==> src/rtl/ddr_lane_dly_ctrl_pkg.sv <==
// ---------------------------------------------------------------------------
// ddr_dly_pkg
// Shared encodings for the DDR3 PHY lane delay-line tap controller.
//   dly_op_e    : command opcodes carried on CMD_OP.
//   dly_state_e : sequencing states of the controller FSM.
// ---------------------------------------------------------------------------
package ddr_dly_pkg;

   typedef enum logic [1:0] {
      OP_LOAD  = 2'b00,
      OP_INC   = 2'b01,
      OP_DEC   = 2'b10,
      OP_QUERY = 2'b11
   } dly_op_e;

   typedef enum logic [2:0] {
      ST_IDLE,
      ST_LOAD,
      ST_MOVE,
      ST_SETTLE,
      ST_DONE
   } dly_state_e;

endpackage

==> src/rtl/ddr_lane_dly_ctrl_if.sv <==
// ---------------------------------------------------------------------------
// ddr_lane_dly_ctrl_if
// Command/response bundle between the training FSM (master) and the lane
// delay controller (slave).
//   CMD_VALID/CMD_READY : command handshake, accepted when both high.
//   CMD_OP              : 00 LOAD, 01 INC, 10 DEC, 11 QUERY.
//   CMD_LANE_MASK       : lanes targeted by the command.
//   CMD_STEPS           : number of tap moves for INC/DEC.
//   RSP_VALID           : one-cycle completion pulse.
//   RSP_ERR             : some lane stopped early (held until next accept).
//   RSP_OOR_MASK        : lanes stopped early (held until next accept).
//   TAP_COUNT           : tracked tap per lane, lane i at [i*TAP_W +: TAP_W].
// ---------------------------------------------------------------------------
interface ddr_lane_dly_ctrl_if #(
   parameter int NUM_LANES = 2,
   parameter int TAP_W     = 8
);
   logic                       CMD_VALID;
   logic                       CMD_READY;
   logic [1:0]                 CMD_OP;
   logic [NUM_LANES-1:0]       CMD_LANE_MASK;
   logic [TAP_W-1:0]           CMD_STEPS;
   logic                       RSP_VALID;
   logic                       RSP_ERR;
   logic [NUM_LANES-1:0]       RSP_OOR_MASK;
   logic [NUM_LANES*TAP_W-1:0] TAP_COUNT;

   modport master (
      output CMD_VALID, CMD_OP, CMD_LANE_MASK, CMD_STEPS,
      input  CMD_READY, RSP_VALID, RSP_ERR, RSP_OOR_MASK, TAP_COUNT
   );

   modport slave (
      input  CMD_VALID, CMD_OP, CMD_LANE_MASK, CMD_STEPS,
      output CMD_READY, RSP_VALID, RSP_ERR, RSP_OOR_MASK, TAP_COUNT
   );
endinterface

==> src/rtl/ddr_lane_dly_ctrl_lane_tap.sv <==
// ---------------------------------------------------------------------------
// ddr_dly_lane_tap
// Per-lane state of the delay controller: tap counter, selection/active
// flags, early-stop (OOR) flag and the registered LOAD/MOVE/DIRECTION
// outputs for one IOD delay line.
//   i_clk, i_rst   : clock, synchronous active-high reset.
//   i_accept       : command accepted this cycle; i_mask is this lane's bit.
//   i_inc          : current op is INC (selects which limit is checked).
//   i_check        : evaluate limit / OOR and drop the lane if needed.
//   i_load_go      : FSM enters LOAD next cycle.
//   i_move_go      : FSM enters MOVE next cycle.
//   i_dir_en       : DIRECTION must be driven next cycle.
//   i_oor          : IOD OUT_OF_RANGE flag for this lane.
//   o_tap          : tracked tap value.
//   o_keep         : lane survives the check performed this cycle.
//   o_oor/o_oor_nxt: registered OOR flag and its next value.
//   o_dir/o_load/o_move : registered IOD strobes.
// ---------------------------------------------------------------------------
module ddr_dly_lane_tap #(
   parameter int TAP_W    = 8,
   parameter int MAX_TAP  = 255,
   parameter int INIT_TAP = 1
) (
   input  logic             i_clk,
   input  logic             i_rst,
   input  logic             i_accept,
   input  logic             i_mask,
   input  logic             i_inc,
   input  logic             i_check,
   input  logic             i_load_go,
   input  logic             i_move_go,
   input  logic             i_dir_en,
   input  logic             i_oor,
   output logic [TAP_W-1:0] o_tap,
   output logic             o_keep,
   output logic             o_oor,
   output logic             o_oor_nxt,
   output logic             o_dir,
   output logic             o_load,
   output logic             o_move
);

   logic [TAP_W-1:0] r_tap;
   logic             r_sel;
   logic             r_active;
   logic             r_oor;
   logic             r_dir;
   logic             r_load;
   logic             r_move;

   logic             w_sel;
   logic             w_cand;
   logic             w_lim;
   logic             w_keep;
   logic             w_oor_nxt;

   // On the accept cycle the command's mask is not latched yet, so the
   // check works directly on the incoming mask bit.
   always_comb begin
      w_sel     = i_accept ? i_mask : r_sel;
      w_cand    = i_accept ? i_mask : r_active;
      w_lim     = i_inc ? (r_tap == TAP_W'(MAX_TAP)) : (r_tap == '0);
      w_keep    = w_cand & ~w_lim & ~i_oor;
      w_oor_nxt = (i_accept ? 1'b0 : r_oor) | (i_check & w_cand & ~w_keep);
   end

   always_ff @(posedge i_clk) begin
      if (i_rst) begin
         r_tap    <= TAP_W'(INIT_TAP);
         r_sel    <= 1'b0;
         r_active <= 1'b0;
         r_oor    <= 1'b0;
         r_dir    <= 1'b0;
         r_load   <= 1'b0;
         r_move   <= 1'b0;
      end else begin
         r_sel  <= w_sel;
         if (i_check)
            r_active <= w_keep;
         r_oor  <= w_oor_nxt;
         r_dir  <= i_dir_en & w_sel;
         r_load <= i_load_go & w_sel;
         r_move <= i_move_go & w_keep;
         // Counter follows the pulse actually issued to the IOD; the
         // pre-check guarantees it never steps past 0 or MAX_TAP.
         if (r_load)
            r_tap <= TAP_W'(INIT_TAP);
         else if (r_move)
            r_tap <= r_dir ? (r_tap + TAP_W'(1)) : (r_tap - TAP_W'(1));
      end
   end

   assign o_tap     = r_tap;
   assign o_keep    = w_keep;
   assign o_oor     = r_oor;
   assign o_oor_nxt = w_oor_nxt;
   assign o_dir     = r_dir;
   assign o_load    = r_load;
   assign o_move    = r_move;

endmodule

==> src/rtl/ddr_lane_dly_ctrl.sv <==
// ---------------------------------------------------------------------------
// ddr_lane_dly_ctrl
// Multi-lane IOD delay-line tap controller (FAB_CLK domain). Accepts
// LOAD/INC/DEC/QUERY commands, sequences LOAD/MOVE/DIRECTION pulses with a
// settle period after each pulse, tracks per-lane taps and stops lanes at
// range limits or on OUT_OF_RANGE.
//   FAB_CLK, SYNC_RST        : clock, synchronous active-high reset.
//   ctrl_bus (slave)         : command/response bundle.
//   DELAY_LINE_LOAD/MOVE     : one-cycle strobes per lane.
//   DELAY_LINE_DIRECTION     : 1 = increment, 0 = decrement.
//   DELAY_LINE_OUT_OF_RANGE  : IOD range flag, sampled in last settle cycle.
// ---------------------------------------------------------------------------
module ddr_lane_dly_ctrl
   import ddr_dly_pkg::*;
#(
   parameter int NUM_LANES  = 2,
   parameter int TAP_W      = 8,
   parameter int MAX_TAP    = 255,
   parameter int INIT_TAP   = 1,
   parameter int SETTLE_CYC = 4
) (
   input  logic                 FAB_CLK,
   input  logic                 SYNC_RST,
   ddr_lane_dly_ctrl_if.slave   ctrl_bus,
   output logic [NUM_LANES-1:0] DELAY_LINE_LOAD,
   output logic [NUM_LANES-1:0] DELAY_LINE_MOVE,
   output logic [NUM_LANES-1:0] DELAY_LINE_DIRECTION,
   input  logic [NUM_LANES-1:0] DELAY_LINE_OUT_OF_RANGE
);

   localparam int CNT_W = $clog2(SETTLE_CYC + 1);

   dly_state_e                 r_state;
   dly_state_e                 w_next;
   dly_op_e                    r_op;
   dly_op_e                    w_op;
   logic [TAP_W-1:0]           r_steps;
   logic [TAP_W-1:0]           w_steps;
   logic [CNT_W-1:0]           r_cnt;
   logic                       r_ready;
   logic                       r_rsp_valid;
   logic                       r_rsp_err;

   logic                       w_accept;
   logic                       w_settle_end;
   logic                       w_check;
   logic                       w_load_go;
   logic                       w_move_go;
   logic                       w_dir_en;
   logic [NUM_LANES-1:0]       w_keep;
   logic [NUM_LANES-1:0]       w_oor;
   logic [NUM_LANES-1:0]       w_oor_nxt;
   logic [NUM_LANES*TAP_W-1:0] w_tap;

   assign w_accept     = r_ready & ctrl_bus.CMD_VALID;
   assign w_op         = w_accept ? dly_op_e'(ctrl_bus.CMD_OP) : r_op;
   assign w_steps      = w_accept ? ctrl_bus.CMD_STEPS : r_steps;
   assign w_settle_end = (r_state == ST_SETTLE) && (r_cnt == CNT_W'(SETTLE_CYC - 1));
   // Lanes are only checked when another move is still owed, so a lane that
   // reaches its limit on the final step is not reported as stopped early.
   assign w_check      = (w_accept || w_settle_end) &&
                         (w_op == OP_INC || w_op == OP_DEC) && (w_steps != '0);

   // State register
   always_ff @(posedge FAB_CLK) begin
      if (SYNC_RST)
         r_state <= ST_IDLE;
      else
         r_state <= w_next;
   end

   // Next-state logic
   always_comb begin
      w_next = r_state;
      unique case (r_state)
         ST_IDLE: begin
            if (w_accept) begin
               if (w_op == OP_LOAD)
                  w_next = (|ctrl_bus.CMD_LANE_MASK) ? ST_LOAD : ST_DONE;
               else
                  w_next = (w_check && |w_keep) ? ST_MOVE : ST_DONE;
            end
         end
         ST_LOAD, ST_MOVE: w_next = ST_SETTLE;
         ST_SETTLE: begin
            if (w_settle_end)
               w_next = (w_check && |w_keep) ? ST_MOVE : ST_DONE;
         end
         ST_DONE:  w_next = ST_IDLE;
         default:  w_next = ST_IDLE;
      endcase
   end

   // Output logic: strobes are decided from the next state and registered
   // (here and in the lanes) so every output changes only on a clock edge.
   always_comb begin
      w_load_go = (w_next == ST_LOAD);
      w_move_go = (w_next == ST_MOVE);
      w_dir_en  = (w_op == OP_INC) && (w_next == ST_MOVE || w_next == ST_SETTLE);
   end

   always_ff @(posedge FAB_CLK) begin
      if (SYNC_RST) begin
         r_ready     <= 1'b0;
         r_rsp_valid <= 1'b0;
         r_rsp_err   <= 1'b0;
         r_cnt       <= '0;
      end else begin
         r_ready     <= (w_next == ST_IDLE);
         r_rsp_valid <= (w_next == ST_DONE);
         if (w_next == ST_DONE)
            r_rsp_err <= |w_oor_nxt;
         else if (w_accept)
            r_rsp_err <= 1'b0;
         r_cnt <= (r_state == ST_SETTLE && !w_settle_end) ? (r_cnt + CNT_W'(1)) : '0;
      end
   end

   always_ff @(posedge FAB_CLK) begin
      if (w_accept) begin
         r_op    <= dly_op_e'(ctrl_bus.CMD_OP);
         r_steps <= ctrl_bus.CMD_STEPS;
      end else if (r_state == ST_MOVE) begin
         r_steps <= r_steps - TAP_W'(1);
      end
   end

   for (genvar g = 0; g < NUM_LANES; g++) begin : g_lane
      ddr_dly_lane_tap #(
         .TAP_W    (TAP_W),
         .MAX_TAP  (MAX_TAP),
         .INIT_TAP (INIT_TAP)
      ) u_lane (
         .i_clk     (FAB_CLK),
         .i_rst     (SYNC_RST),
         .i_accept  (w_accept),
         .i_mask    (ctrl_bus.CMD_LANE_MASK[g]),
         .i_inc     (w_op == OP_INC),
         .i_check   (w_check),
         .i_load_go (w_load_go),
         .i_move_go (w_move_go),
         .i_dir_en  (w_dir_en),
         .i_oor     (DELAY_LINE_OUT_OF_RANGE[g]),
         .o_tap     (w_tap[g*TAP_W +: TAP_W]),
         .o_keep    (w_keep[g]),
         .o_oor     (w_oor[g]),
         .o_oor_nxt (w_oor_nxt[g]),
         .o_dir     (DELAY_LINE_DIRECTION[g]),
         .o_load    (DELAY_LINE_LOAD[g]),
         .o_move    (DELAY_LINE_MOVE[g])
      );
   end

   assign ctrl_bus.CMD_READY    = r_ready;
   assign ctrl_bus.RSP_VALID    = r_rsp_valid;
   assign ctrl_bus.RSP_ERR      = r_rsp_err;
   assign ctrl_bus.RSP_OOR_MASK = w_oor;
   assign ctrl_bus.TAP_COUNT    = w_tap;

endmodule

==> src/flat_wrapper.sv <==
// flat-port wrapper written by rule: the top's interface ports become plain ports
module ddr_lane_dly_ctrl_flat import ddr_dly_pkg::*;
#(
   parameter int NUM_LANES  = 2,
   parameter int TAP_W      = 8,
   parameter int MAX_TAP    = 255,
   parameter int INIT_TAP   = 1,
   parameter int SETTLE_CYC = 4
)
  (FAB_CLK, SYNC_RST, DELAY_LINE_LOAD, DELAY_LINE_MOVE, DELAY_LINE_DIRECTION, DELAY_LINE_OUT_OF_RANGE, ctrl_bus_CMD_VALID, ctrl_bus_CMD_OP, ctrl_bus_CMD_LANE_MASK, ctrl_bus_CMD_STEPS, ctrl_bus_CMD_READY, ctrl_bus_RSP_VALID, ctrl_bus_RSP_ERR, ctrl_bus_RSP_OOR_MASK, ctrl_bus_TAP_COUNT);
  ddr_lane_dly_ctrl_if #(.NUM_LANES(NUM_LANES), .TAP_W(TAP_W)) ctrl_bus_i ();
  input  logic FAB_CLK;
  input  logic SYNC_RST;
  output logic [NUM_LANES-1:0] DELAY_LINE_LOAD;
  output logic [NUM_LANES-1:0] DELAY_LINE_MOVE;
  output logic [NUM_LANES-1:0] DELAY_LINE_DIRECTION;
  input  logic [NUM_LANES-1:0] DELAY_LINE_OUT_OF_RANGE;
  input wire logic [$bits(ctrl_bus_i.CMD_VALID)-1:0] ctrl_bus_CMD_VALID;
  input wire logic [$bits(ctrl_bus_i.CMD_OP)-1:0] ctrl_bus_CMD_OP;
  input wire logic [$bits(ctrl_bus_i.CMD_LANE_MASK)-1:0] ctrl_bus_CMD_LANE_MASK;
  input wire logic [$bits(ctrl_bus_i.CMD_STEPS)-1:0] ctrl_bus_CMD_STEPS;
  output wire logic [$bits(ctrl_bus_i.CMD_READY)-1:0] ctrl_bus_CMD_READY;
  output wire logic [$bits(ctrl_bus_i.RSP_VALID)-1:0] ctrl_bus_RSP_VALID;
  output wire logic [$bits(ctrl_bus_i.RSP_ERR)-1:0] ctrl_bus_RSP_ERR;
  output wire logic [$bits(ctrl_bus_i.RSP_OOR_MASK)-1:0] ctrl_bus_RSP_OOR_MASK;
  output wire logic [$bits(ctrl_bus_i.TAP_COUNT)-1:0] ctrl_bus_TAP_COUNT;
  assign ctrl_bus_i.CMD_VALID = ctrl_bus_CMD_VALID;
  assign ctrl_bus_i.CMD_OP = ctrl_bus_CMD_OP;
  assign ctrl_bus_i.CMD_LANE_MASK = ctrl_bus_CMD_LANE_MASK;
  assign ctrl_bus_i.CMD_STEPS = ctrl_bus_CMD_STEPS;
  assign ctrl_bus_CMD_READY = ctrl_bus_i.CMD_READY;
  assign ctrl_bus_RSP_VALID = ctrl_bus_i.RSP_VALID;
  assign ctrl_bus_RSP_ERR = ctrl_bus_i.RSP_ERR;
  assign ctrl_bus_RSP_OOR_MASK = ctrl_bus_i.RSP_OOR_MASK;
  assign ctrl_bus_TAP_COUNT = ctrl_bus_i.TAP_COUNT;
  ddr_lane_dly_ctrl #(.NUM_LANES(NUM_LANES), .TAP_W(TAP_W), .MAX_TAP(MAX_TAP), .INIT_TAP(INIT_TAP), .SETTLE_CYC(SETTLE_CYC)) u_core (.FAB_CLK(FAB_CLK), .SYNC_RST(SYNC_RST), .ctrl_bus(ctrl_bus_i), .DELAY_LINE_LOAD(DELAY_LINE_LOAD), .DELAY_LINE_MOVE(DELAY_LINE_MOVE), .DELAY_LINE_DIRECTION(DELAY_LINE_DIRECTION), .DELAY_LINE_OUT_OF_RANGE(DELAY_LINE_OUT_OF_RANGE));
endmodule
==> config.mk <==
export PLATFORM = sky130hd
export DESIGN_NAME = ddr_lane_dly_ctrl_flat
export DESIGN_NICKNAME = d
export VERILOG_FILES = /design/src/rtl/ddr_lane_dly_ctrl_pkg.sv /design/src/rtl/ddr_lane_dly_ctrl_if.sv /design/src/rtl/ddr_lane_dly_ctrl_lane_tap.sv /design/src/rtl/ddr_lane_dly_ctrl.sv /design/src/flat_wrapper.sv
export SDC_FILE = /design/constraint.sdc
export NUM_CORES = 1
export LEC_CHECK = 0
export ABC_AREA = 1
export BUFFER_PORTS_ARGS = -buffer_cell sky130_fd_sc_hd__clkbuf_2
export CAP_MARGIN = 10
export CORE_MARGIN = 4
export CORE_UTILIZATION = 61
export DETAILED_ROUTE_END_ITERATION = 6
export PLACE_DENSITY_LB_ADDON = 0.12
export SETUP_SLACK_MARGIN = 0.02
export SLEW_MARGIN = 20
export SYNTH_ARGS = -nofsm -noshare
export SYNTH_HDL_FRONTEND = slang
export SYNTH_SLANG_ARGS = --single-unit
==> constraint.sdc <==
create_clock -name FAB_CLK -period 5.1 [get_ports FAB_CLK]
set_input_delay 0.765 -clock FAB_CLK [delete_from_list [all_inputs] [get_ports FAB_CLK]]
set_output_delay 0.765 -clock FAB_CLK [all_outputs]
set_load 0.01 [all_outputs]
==> impl_metrics.ini <==
[clock_network]
ctsHoldBuffers = 0
cts_sinks = 47
cts_buffer_depth = 2
cts-root-buf = clkbuf_8
cts.htree.levels = 2
cts_resized = 0
cts_made_buffers = 5
cts_setup_buffers = 0
clk_pin_slew_ps = 100
tritoncts = yes
clock_latency_ps = 310

[sta]
min_period_over_period = 0.569
relSlewSlack = 0.708
hold_slack_ps = 429
tns_ps = 0
final_hold_viol_count = 0
setup_viol = 0
clock_skew_ps = 10.9
grt_setup_unrepaired = no
fmax_mhz = 344
period_minus_slack_ps = 2900
worst_pin_slew_ps = 437
maxSlewViolCount = 0

[die]
design.portCount = 44
coreArea_mm2 = 0.00444
dieHeight_um = 76.4
rows = 24
start_util = 0.642
die-area_mm2 = 0.00583
die_w_um = 76.4

[synth]
yosysTopAreaCell = dfxtp_1
ys_ff_latch = 47
yosys.area_share.simple = 0.300
yosys_warnings = 0
synthAdderAreaFrac = 0.0886
synth.area.mux_share = 0
synthXorXnorAreaFrac = 0.0430
synth_area_leaders = dfxtp_1 27%, nand2_1 10%, nor2_1 8.7%, edfxtp_1 8.4%, ha_1 7.5%
synth_compound_area_frac = 0.104
yosysSeqAreaShare = 0.358
synthCells = 398
ys_types = 32
syn_nets = 434
synth_top_area_share = 0.274
synth_top_family_by_area = simple AND/OR/NAND/NOR gates
synth.avg_cell_area_um2 = 7.17
syn_area_mm2 = 0.00285

[detailed_routing]
vias = 2567
wl_per_cell_um = 12.3
routed_via_density = 5.27
ant_nets = 0
drt_iter0_markers = 117
post-route-drc-count = 0
wl_mm = 5.97
drt_pass1_iterations = 4

[power]
power_density_mw_per_mm2 = 375
p_clk_frac = 0.239
power.leakage_nw = 1.55
intPower_w = 0.000756
pwr-share-comb = 0.333
vdd_drop_max_mv = 0.170
switching_share = 0.359
p_switching_w = 0.000424
p_seq_frac = 0.428

[min_path]
min_from = u_core.r_cnt[0]
min_to = u_core.r_cnt[0]
hp-class = reg -> reg
whs_path_depth = 1

[global_routing]
grt_max_degree = 23
grt_pass1_wl_mm = 10.5
grt_pass1_vias = 2397
met2_usage = 0.386
overflow = 0
use_met1 = 0.264
antenna_found_initial = 0
grt.met3_usage = 0.0414
grt.total_usage = 0.216
grt_busiest_layer = met2

[setup_path]
r2r_start = u_core.ctrl_bus.CMD_READY
rrSetupSlack_ps = 2340
crit_start = ctrl_bus_CMD_VALID
worstPathArrival_ps = 3110
startpoint_type = input port
path_max_fanout = 22
path_class = in -> reg
reg2reg_depth = 16
required_ps = 5310
end_kind = register
rr_endpoint = u_core.g_lane[1].u_lane.o_move

[layout]
final_area_mm2 = 0.00315
nets = 470
diodes = 0
fill_cells = 399
drive_gt1_frac = 0.163
final_util = 0.708
area_delta_synth_final_pct = 10.3
seqCellArea_mm2 = 0.00102
multi_input_area_mm2 = 0.00153

[placement]
place_area_mm2 = 0.00303
place_congestion = 0.880
dp_hpwl_mm = 4.76
numPortBuffers = 43

[job]
max_cap_viol_count = 0

[outcome]
status = finished, final reports clean
==> layout by cell type, fill, tap and decap left out, types with 2 or more instances in the layout <==
| cell | synthesis | routed |
|---|---|---|
| o211ai_1 | 4 | 4 |
| xnor2_1 | 4 | 4 |
| xor2_1 | 10 | 10 |
| nand3_2 | 2 | 2 |
| ha_1 | 17 | 17 |
| inv_1 | 51 | 51 |
| fa_1 | 2 | 2 |
| nand4_1 | 4 | 4 |
| nor2_2 | 3 | 3 |
| nand2_2 | 8 | 8 |
| o21ai_0 | 23 | 23 |
| clkbuf_8 | 0 | 5 |
| nand2_1 | 76 | 76 |
| clkbuf_2 | 0 | 43 |
| or2_2 | 2 | 2 |
| dfxtp_1 | 39 | 39 |
| nand3_1 | 21 | 21 |
| nor2_1 | 66 | 66 |
| o21a_1 | 2 | 2 |
| nand3b_1 | 2 | 2 |
| edfxtp_1 | 8 | 8 |
| nor3_1 | 6 | 6 |
| a21oi_1 | 25 | 25 |
==> power by group through the flow <==
stage,Sequential [W],Clock [W],Combinational (W)
CTS,0.000504,0.000287,0.000394
detailed placement,0.000513,0,0.000391
finish,0.000505,0.000282,0.000393
global route,0.000514,0.000303,0.000450
floorplan,0.000499,0,0.000315
global placement,0.000511,0,0.000378
==> through the flow <==
stage / total power (W) / setup WS (ps) / cells
floorplan: 0.000814 / 2380 / 398
global placement: 0.000890 / 2100 / 479
detailed placement: 0.000903 / 1950 / 479
CTS: 0.00118 / 2240 / 487
global route: 0.00127 / 1890 / 487
finish: 0.00118 / 2200 / 487
==> registers in the layout (all words and copies together), names as in the netlist <==
signal                         count
u_core.ctrl_bus.CMD_READY          1
u_core.ctrl_bus.RSP_ERR            1
u_core.ctrl_bus.RSP_VALID          1
u_core.g_lane.u_lane.o_dir         2
u_core.g_lane.u_lane.o_load        2
u_core.g_lane.u_lane.o_move        2
u_core.g_lane.u_lane.o_oor         2
u_core.g_lane.u_lane.o_tap        16
u_core.g_lane.u_lane.r_active      2
u_core.g_lane.u_lane.r_sel         2
u_core.r_cnt                       3
u_core.r_op                        2
u_core.r_state                     3
u_core.r_steps                     8
==> cell families (layout without fill, tap and decap cells) <==
kind of cell,Yosys count,count (layout)
AND/OR/NAND/NOR,195,195
buffers and inverters,67,104
AO/OA/AOI/OAI,56,56
flip-flops,47,47
adder cells (fa/ha/maj),19,19
XOR/XNOR,14,14
==> cells in the mapped netlist (all sizes together) <==
| master | count |
|---|---|
| nand2 | 85 |
| nor2 | 70 |
| inv | 52 |
| dfxtp | 39 |
| a21oi | 25 |
| o21ai | 24 |
| nand3 | 23 |
| ha | 17 |
| buf | 11 |
| xor2 | 10 |
| edfxtp | 8 |
| nor3 | 7 |
| clkbuf | 4 |
| nand4 | 4 |
| o211ai | 4 |
| xnor2 | 4 |
| or2 | 3 |
| fa | 2 |
| nand3b | 2 |
| o21a | 2 |
| nor4 | 1 |
| o31ai | 1 |
==> worst max-delay path, stage by stage <==
cell and delay [ps]:
clkbuf_2 170, nand2_4 230, inv_2 110, or2_2 280
o21ai_0 130, inv_1 110, ha_1 290, nor3_1 230
nand3b_1 110, nand3_1 100, nand2_1 120, nand3_1 100
nand2_1 50, inv_1 90, nand2_2 70, nand2_1 90
nor2_1 60
==> final cells by class <==
class                           instances  share of cell area
Timing Repair Buffer                   44              0.0708
Clock inverter                          3              0.0143
Sequential cell                        47               0.325
Clock buffer                            5              0.0219
Tap cell                               52              0.0207
Multi-Input combinational cell        284               0.486
Inverter                               52              0.0621
==> how the worst max path moves through the flow <==
stage | endpoint | slack (ps) | cells past startpoint
after floorplan | u_core.g_lane[0].u_lane.o_dir | 2380 | 18
after global placement | u_core.g_lane[0].u_lane.o_move | 2100 | 17
after detailed placement | u_core.g_lane[0].u_lane.o_move | 1950 | 17
after CTS | u_core.g_lane[1].u_lane.o_move | 2240 | 17
after global routing | u_core.ctrl_bus.RSP_ERR | 1890 | 17
final | u_core.g_lane[1].u_lane.o_move | 2200 | 17
==> per-layer routing <==
| metal | wire length, um | vias up | part of all wire |
|---|---|---|---|
| li1 | - | 1340 | - |
| met1 | 2630 | 1159 | 0.44 |
| met2 | 2930 | 58 | 0.49 |
| met3 | 317 | 10 | 0.053 |
| met4 | 87 | 0 | 0.015 |
| met5 | 0 | - | 0 |
(Power assumes the default switching activity.)
